[src/rtl/serial_adder.sv]
// Bit-serial adder: one full-adder cell plus carry flop, LSB first, one bit per clock.
// Optional signed-overflow output ovf is built only when SERIAL_ADDER_OVF_EN is defined.
module serial_adder #(
    parameter int WIDTH = 8
) (
    input  logic             clk,
    input  logic             reset,
    input  logic             start,
    input  logic [WIDTH-1:0] a,
    input  logic [WIDTH-1:0] b,
    input  logic             cin,
    output logic             busy,
    output logic             done,
    output logic [WIDTH-1:0] sum,
    output logic             cout
`ifdef SERIAL_ADDER_OVF_EN
    ,
    output logic             ovf
`endif
);

    localparam int CW = (WIDTH > 1) ? $clog2(WIDTH) : 1;
    localparam logic [CW-1:0] LAST_CNT = CW'(WIDTH - 1);

    typedef enum logic [1:0] {
        IDLE = 2'd0,
        RUN  = 2'd1,
        DONE = 2'd2
    } state_t;

    state_t           state_q;
    logic [WIDTH-1:0] a_sh_q;
    logic [WIDTH-1:0] b_sh_q;
    logic [WIDTH-1:0] psum_q;
    logic             carry_q;
    logic [CW-1:0]    cnt_q;
    logic             busy_q;
    logic             done_q;
    logic [WIDTH-1:0] sum_q;
    logic             cout_q;
`ifdef SERIAL_ADDER_OVF_EN
    logic             ovf_q;
`endif

    logic             bit_d;
    logic             carry_d;
    logic [WIDTH-1:0] psum_d;

    function automatic logic fa_sum(input logic x, input logic y, input logic c);
        return x ^ y ^ c;
    endfunction

    function automatic logic fa_carry(input logic x, input logic y, input logic c);
        return (x & y) | (c & (x ^ y));
    endfunction

    // Full-adder cell on the operand LSBs and the partial sum with the new bit at its MSB
    always_comb begin
        bit_d   = fa_sum(a_sh_q[0], b_sh_q[0], carry_q);
        carry_d = fa_carry(a_sh_q[0], b_sh_q[0], carry_q);
        psum_d  = (psum_q >> 1'b1) | {bit_d, {(WIDTH-1){1'b0}}};
    end

    // Control FSM and datapath registers; all outputs come straight from flops
    always_ff @(posedge clk) begin
        if (reset) begin
            state_q <= IDLE;
            a_sh_q  <= '0;
            b_sh_q  <= '0;
            psum_q  <= '0;
            carry_q <= 1'b0;
            cnt_q   <= '0;
            busy_q  <= 1'b0;
            done_q  <= 1'b0;
            sum_q   <= '0;
            cout_q  <= 1'b0;
`ifdef SERIAL_ADDER_OVF_EN
            ovf_q   <= 1'b0;
`endif
        end else begin
            case (state_q)
                IDLE, DONE: begin
                    done_q <= 1'b0;
                    if (start) begin
                        a_sh_q  <= a;
                        b_sh_q  <= b;
                        carry_q <= cin;
                        psum_q  <= '0;
                        cnt_q   <= '0;
                        busy_q  <= 1'b1;
                        state_q <= RUN;
                    end else begin
                        busy_q  <= 1'b0;
                        state_q <= IDLE;
                    end
                end
                RUN: begin
                    a_sh_q  <= a_sh_q >> 1'b1;
                    b_sh_q  <= b_sh_q >> 1'b1;
                    psum_q  <= psum_d;
                    carry_q <= carry_d;
                    cnt_q   <= cnt_q + CW'(1);
                    if (cnt_q == LAST_CNT) begin
                        // carry_q here is the carry into the MSB, carry_d the carry out of it
                        sum_q   <= psum_d;
                        cout_q  <= carry_d;
`ifdef SERIAL_ADDER_OVF_EN
                        ovf_q   <= carry_q ^ carry_d;
`endif
                        busy_q  <= 1'b0;
                        done_q  <= 1'b1;
                        state_q <= DONE;
                    end else begin
                        busy_q  <= 1'b1;
                        done_q  <= 1'b0;
                        state_q <= RUN;
                    end
                end
                default: begin
                    busy_q  <= 1'b0;
                    done_q  <= 1'b0;
                    state_q <= IDLE;
                end
            endcase
        end
    end

    assign busy = busy_q;
    assign done = done_q;
    assign sum  = sum_q;
    assign cout = cout_q;
`ifdef SERIAL_ADDER_OVF_EN
    assign ovf  = ovf_q;
`endif

endmodule
[config.mk]
export PLATFORM = sky130hd
export DESIGN_NAME = serial_adder
export DESIGN_NICKNAME = d
export VERILOG_FILES = /design/src/rtl/serial_adder.sv
export SDC_FILE = /design/constraint.sdc
export NUM_CORES = 1
export LEC_CHECK = 0
export CORE_UTILIZATION = 51
export CTS_CLUSTER_SIZE = 24
export DETAILED_ROUTE_END_ITERATION = 10
export GPL_ROUTABILITY_DRIVEN = 0
export PLACE_DENSITY = 0.78
export SKIP_CTS_REPAIR_TIMING = 1
export SYNTH_ARGS = -nofsm -noshare
export SYNTH_HDL_FRONTEND = slang
export SYNTH_SLANG_ARGS = --single-unit
[constraint.sdc]
create_clock -name clk -period 1.65 [get_ports clk]
set_input_delay 0.33 -clock clk [delete_from_list [all_inputs] [get_ports clk]]
set_output_delay 0.33 -clock clk [all_outputs]
set_load 0.005 [all_outputs]
==> impl_metrics.py, run 1 <==
metrics = {
    "floorplan": {
        "rows": 20,
        "die_w_um": 59.9,
        "die_h_um": 59.9,
        "initial_core_util": 0.547,
        "pin_count": 31,
        "core_um2": 3130,
        "dieArea_um2": 3590,
    },
    "synth": {
        "synthSimpleGateAreaFrac": 0.300,
        "yosys.cell_types.count": 22,
        "syn_area_per_cell_um2": 9.62,
        "syn_inst": 178,
        "synth.area.mux_share": 0,
        "ys_seq_area_frac": 0.456,
        "syn_area_um2": 1710,
        "synthTopCellsByArea": "dfxtp_1 (46%), nor3_2 (11%), o22ai_1 (5.1%)",
        "synth_nets": 201,
        "yosys_warnings": 0,
        "synth_top_family_by_area": "simple AND/OR/NAND/NOR gates",
        "synth_top_area_share": 0.456,
        "synthXorXnorAreaFrac": 0,
        "synth-compound-area-share": 0.139,
        "ys_ff_latch": 39,
        "synth_fa_ha_area_frac": 0.0263,
        "yosys.area.top_type": "dfxtp_1",
    },
    "power_and_ir_drop": {
        "p_per_area_nw_per_um2": 867,
        "leakage_nw": 0.695,
        "combPwrFrac": 0.169,
        "p_switching_w": 0.000499,
        "pwr-share-clk": 0.263,
        "p_sw_frac": 0.277,
        "peakVddDrop_mv": 0.572,
        "seqPwrFrac": 0.569,
        "power.internal_w": 0.00130,
    },
    "grt": {
        "grt_overflow": 0,
        "grt_usage": 0.207,
        "antenna_found_initial": 0,
        "grt_max_degree": 29,
        "grt_pass1_vias": 1291,
        "grt_first_pass_wirelength_mm": 5.41,
    },
    "cts": {
        "clkTransAtPathRegs_ps": 120,
        "cts_tree": "built",
        "h-tree-depth": 2,
        "cts_sinks": 39,
        "cts-root-buf": "clkbuf_4",
        "clkLatencyLatePin_ps": 350,
        "cts_buffer_depth": 2,
        "cts-buffers-inserted": 5,
    },
    "sta": {
        "hold_viol": 0,
        "setup_viol": 0,
        "hold_ws_ps": 384,
        "finalCritPeriodShare": 0.947,
        "min_period_ps": 1560,
        "worst_pin_slew_ps": 441,
        "finalMaxSlewViolations": 0,
        "rsz0062_at_grt": "false",
        "fmax_mhz": 640,
        "fin_skew_ps": 12.9,
        "relSlewSlack": 0.705,
        "tns_ps": 0,
    },
    "detailed_routing": {
        "dr.pass1.iters": 4,
        "drtIter0Drc": 32,
        "wire_per_inst_um": 13.0,
        "vias": 1344,
        "finalWirelength_mm": 3.27,
        "drc": 0,
        "via_per_inst": 5.35,
        "ant_nets": 0,
    },
    "setup_path": {
        "cp_slowest_cell": "clkdlybuf4s50_1",
        "criticalPathCategory": "register to output pin",
        "crit_family": "buffers and inverters",
        "arrival_ps": 1230,
        "start_kind": "register",
        "crit_required_ps": 1320,
        "path_cells": "clkdlybuf4s50_1",
        "cp_max_fo": 6,
        "end_kind": "output pin",
        "path_buf_inv": 1,
        "max_stage_delay_ps": 520,
    },
    "finish": {
        "num_antenna_cells": 0,
        "drive_above_1_share": 0.251,
        "multi_input_area_um2": 797,
        "seq_area_um2": 782,
        "fin_nets": 229,
        "fillCellCount": 257,
        "syn_to_final_growth_pct": 21.3,
    },
    "hold_path": {
        "worstHoldPathType": "primary input to register",
    },
    "flow_run": {
        "drv_cap": 0,
    },
    "placement": {
        "hpwl_mm": 2.26,
        "numPortBuffers": 30,
    },
    "outcome": {
        "outcome": "complete, no violations",
    },
}
==> per-stage QoR <==
| stage | setup slack (ps) | area (um^2) | power (W) | utilization | std cells |
|---|---|---|---|---|---|
| after detailed placement | 124 | 2020 | 0.00135 | 0.646 | 243 |
| final | 86.9 | 2080 | 0.00180 | 0.664 | 251 |
| after CTS | 3.56 | 2070 | 0.00182 | 0.663 | 251 |
| after global routing | 16.5 | 2080 | 0.00190 | 0.664 | 251 |
| after global placement | 163 | 2020 | 0.00134 | 0.646 | 243 |
| after floorplan | 339 | 1710 | 0.00127 | - | 178 |
==> synth_stat cells <==
master and number:
a21oi_1 15, a21oi_2 6, a311oi_2 1, buf_2 5, buf_4 4, buf_6 6, clkbuf_1 3, dfxtp_1 39
fa_1 1, ha_1 2, nand2_1 22, nand2b_1 3, nand3_1 13, nand3_2 8, nand3b_1 1, nor2_1 4
nor2b_1 1, nor2b_2 1, nor3_1 10, nor3_2 18, o21a_1 1, o22ai_1 14
==> cells in the final DEF, fill, tap and decap left out, drive strengths merged <==
cell	netlist	final
nor2b	2	2
dfxtp	39	39
a311oi	1	1
nand3	21	21
nand3b	1	1
clkinvlp	0	1
a21oi	21	21
buf	15	10
clkinv	0	1
fa	1	1
nand2	22	22
ha	2	2
nor3	28	28
clkbuf	3	6
o21a	1	1
nor2	4	4
clkdlybuf4s50	0	29
nand2b	3	3
o22ai	14	14
==> layout make-up <==
type                    count  share of cell area
repair buffers             39               0.187
multi-input cells         121               0.384
flip-flops and latches     39               0.377
well taps                  44              0.0265
clock buffers               6              0.0199
clock inverters             2             0.00603
==> flip-flops by register name, indices dropped and copies added (netlist names) <==
name / count
done: 1
cnt_q: 3
sum: 8
cout: 1
carry_q: 1
b_sh_q: 8
a_sh_q: 8
state_q: 2
psum_q: 7
==> cell families after synthesis <==
logic type,Yosys count
AND/OR/NAND/NOR,81
buffers and inverters,18
AO/OA/AOI/OAI,37
adder cells (fa/ha/maj),3
flip-flops,39
==> worst paths after layout <==
path,cells after the start,startpoint,slack (ps),endpoint
worst min register to register,2,cout,470,cout
worst max-delay path,1,state_q[0],90,busy
worst max register to register,5,cnt_q[0],240,sum[3]
worst min-delay path,2,reset,380,done
==> layer usage <==
layer / GRT usage / vias up / share of wire
met2: 0.359 / 28 / 0.50
met5: 0 / - / 0
li1: - / 683 / -
met3: 0.0671 / 8 / 0.042
met4: 0.0930 / 0 / 0.021
met1: 0.229 / 625 / 0.44
==> power by group through the flow <==
| stage | Combinational (W) | Clock, W | Sequential [W] |
|---|---|---|---|
| 5_1_grt | 0.000333 | 0.000537 | 0.00103 |
| 6_report | 0.000304 | 0.000473 | 0.00102 |
| 4_1_cts | 0.000304 | 0.000493 | 0.00102 |
| 2_1_floorplan | 0.000228 | 0 | 0.00104 |
| 3_3_place_gp | 0.000294 | 0 | 0.00104 |
| 3_5_place_dp | 0.000303 | 0 | 0.00104 |
(Power assumes the default switching activity.)
==> run 2, diff against run 1 <==
--- a/config.mk
+++ b/config.mk
@@ -11,6 +11,7 @@
 export GPL_ROUTABILITY_DRIVEN = 0
 export PLACE_DENSITY = 0.78
 export SKIP_CTS_REPAIR_TIMING = 1
+export SLEW_MARGIN = 20
 export SYNTH_ARGS = -nofsm -noshare
 export SYNTH_HDL_FRONTEND = slang
 export SYNTH_SLANG_ARGS = --single-unit
==> results of run 2 <==
The final DEF is identical to that of run 1; final timing and power are the same.
==> variant (settings of run 1) <==
Change the parameter `WIDTH` from 8 to 4.
--- a/src/rtl/serial_adder.sv
+++ b/src/rtl/serial_adder.sv
@@ -1,7 +1,7 @@
 // Bit-serial adder: one full-adder cell plus carry flop, LSB first, one bit per clock.
 // Optional signed-overflow output ovf is built only when SERIAL_ADDER_OVF_EN is defined.
 module serial_adder #(
-    parameter int WIDTH = 8
+    parameter int WIDTH = 4
 ) (
     input  logic             clk,
     input  logic             reset,
Ports: changed (resized a, b and sum); port bits go from 31 to 19. No check against the original RTL was run, so the function may have changed too.
==> variant against run 1 <==
Non-clock buffer count decreased by 16; utilization increased by 5.5 points; count of clock-buffer cells in the layout decreased by 3; worst setup slack got worse by 0.014 ns; synthesized area decreased by 48%; sequential cell count decreased by 17; wire length decreased by 50%; power decreased by 47%; clock skew decreased by 0.012 ns; via count decreased by 43%; sequential power decreased by 44%; combinational power decreased by 51%; global-route usage decreased by 0.31 points; cell area decreased by 46%; critical path type unchanged; largest power group unchanged; highest routed layer unchanged.
==> variant: results (changes against run 1) <==
Clock transition at the registers of the reported paths: 0.11 ns
Nets: 139 (-39%)
Leading post-synthesis cells by instance count: 25 x nand2_1, 22 x dfxtp_1, 12 x a21oi_1, 12 x nand3_1, 10 x nor2_1
Critical R2R Capture: b_sh_q[2]
CP Max Fanout: 6 (unchanged)
Buffers added on ports: 18 (-40%)
Initial antenna violation count: 0 (unchanged)
H-tree lvl count: 1 (-1)
Clock group power: 0.231 mW (-51%)
Worst rel slew slack: 78.0% (+7.6 points)
P_sw: 0.238 mW (-52%)
Vias/cell: 5.51 (+2.9%)
Total GRT Usage: 20.4% (-0.31 points)
Seq pwr: 0.576 mW (-44%)
Layout Skew: 0.000675 ns (-0.0122 ns)
Cell variety after synth: 17 (-23%)
CTS Buf Count: 3 (-2)
Syn Nets: 118 (-41%)
Post-DP Area: 1100 um2 (-46%)
WL/cell: 11.8 um (-8.9%)
Share of cells above drive strength 1: 8.94% (-16 points)
Vias in the first global route: 708 (-45%)
Worst Path Arrival: 1.25 ns (+0.02 ns)
Crit-path leading delay family: buffers and inverters
Worst R2R Setup Slack: 0.44 ns (+0.20 ns)
Hold Path Stages: 2 (unchanged)
Ys async rst share: 0% (unchanged)
Root Buffer: clkbuf_4
Worst r2r path cells: 3 (-2)
RR Startpoint: state_q[0]
Max rail drop VDD: 0.670 mV (+17%)
Slowest-stage cell, CP: clkdlybuf4s50_1
Worst hold-check path type: flip-flop to flip-flop
Hold Path End: sum[1]
DR pass1 iterations: 5 (+1)
DR iter-0 viols: 8 (-75%)
Register area share after synthesis: 49.7% (+4.1 points)
Largest net degree at the start of global routing: 23 (-21%)
Worst Hold Launch: sum[1]
Diode count: 0 (unchanged)
Synth area leaders: dfxtp_1 50%, nand2_1 11%, a21oi_1 6.8%
Clk_lat worst skew: 0.29 ns (-0.06 ns)
Crit path largest cell delay: 0.53 ns
Clock Tree Buf Depth: 2 (unchanged)
HPWL Detailed: 1160 um (-49%)
Yosys Warn Count: 0 (unchanged)
Status: completed
First-pass GRT wire length: 2920 um (-46%)
LEAKAGE: 0.411 nW (-41%)
## variant: cell types whose count changed in the layout (fill, tap and decap cells not counted), moves of 2 or more
cell,delta
o22ai_1,-14
nor3_2,-18
clkdlybuf4s50_1,-11
clkbuf_4,-2
nor3_1,-10
nand2_1,+3
a21oi_2,-6
buf_4,-3
a21oi_1,-3
a311oi_1,+5
dfxtp_1,-16
nand3_2,-8
nor2_1,+6
## variant: final cells by class
cell class,count,area (um2)
flip-flops and latches,22,440
repair buffers,23,230
clock buffers,3,22.5
multi-input cells,75,407
well taps,16,20.0
fillers,123,439
## variant: kinds of logic (layout without fill, tap and decap cells)
group	count (synthesis)	count (layout)	synth area share, %
compound gates	20	20	16.0
buf+inv	7	26	4.38
flops	22	22	49.7
fa+ha+maj	2	2	3.67
simple gates	53	53	26.3
## variant: through the flow
step                      setup slack (ns)  instances  power [mW]  util, %  hold slack (ns)
after detailed placement            0.0134        136       0.737     70.4            0.445
after floorplan                      0.564        104       0.678        -            0.402
after global routing                0.0168        139        1.00     71.8            0.494
after CTS                           0.0574        139       0.966     71.8            0.461
final                               0.0729        139       0.956     71.8            0.458
after global placement              0.0801        136       0.732     70.4            0.442
## variant: metal layers
layer  routed length (um)  global-route usage (%)  part of all wire (%)  up-vias
li1                     -                       -                     -      398
met1                  758                    25.7                    46      347
met2                  820                    34.6                    50       19
met3                   60                    2.50                   3.6        2
met4                    9                    9.38                  0.55        0
met5                    0                       0                     0        -
## variant: worst max-delay path by stage
stage / start / end
2_1_floorplan: a_sh_q[0] / sum[3]
3_3_place_gp: start / a_sh_q[0]
3_5_place_dp: start / a_sh_q[0]
4_1_cts: state_q[0] / busy
5_1_grt: state_q[0] / busy
6_report: state_q[0] / busy
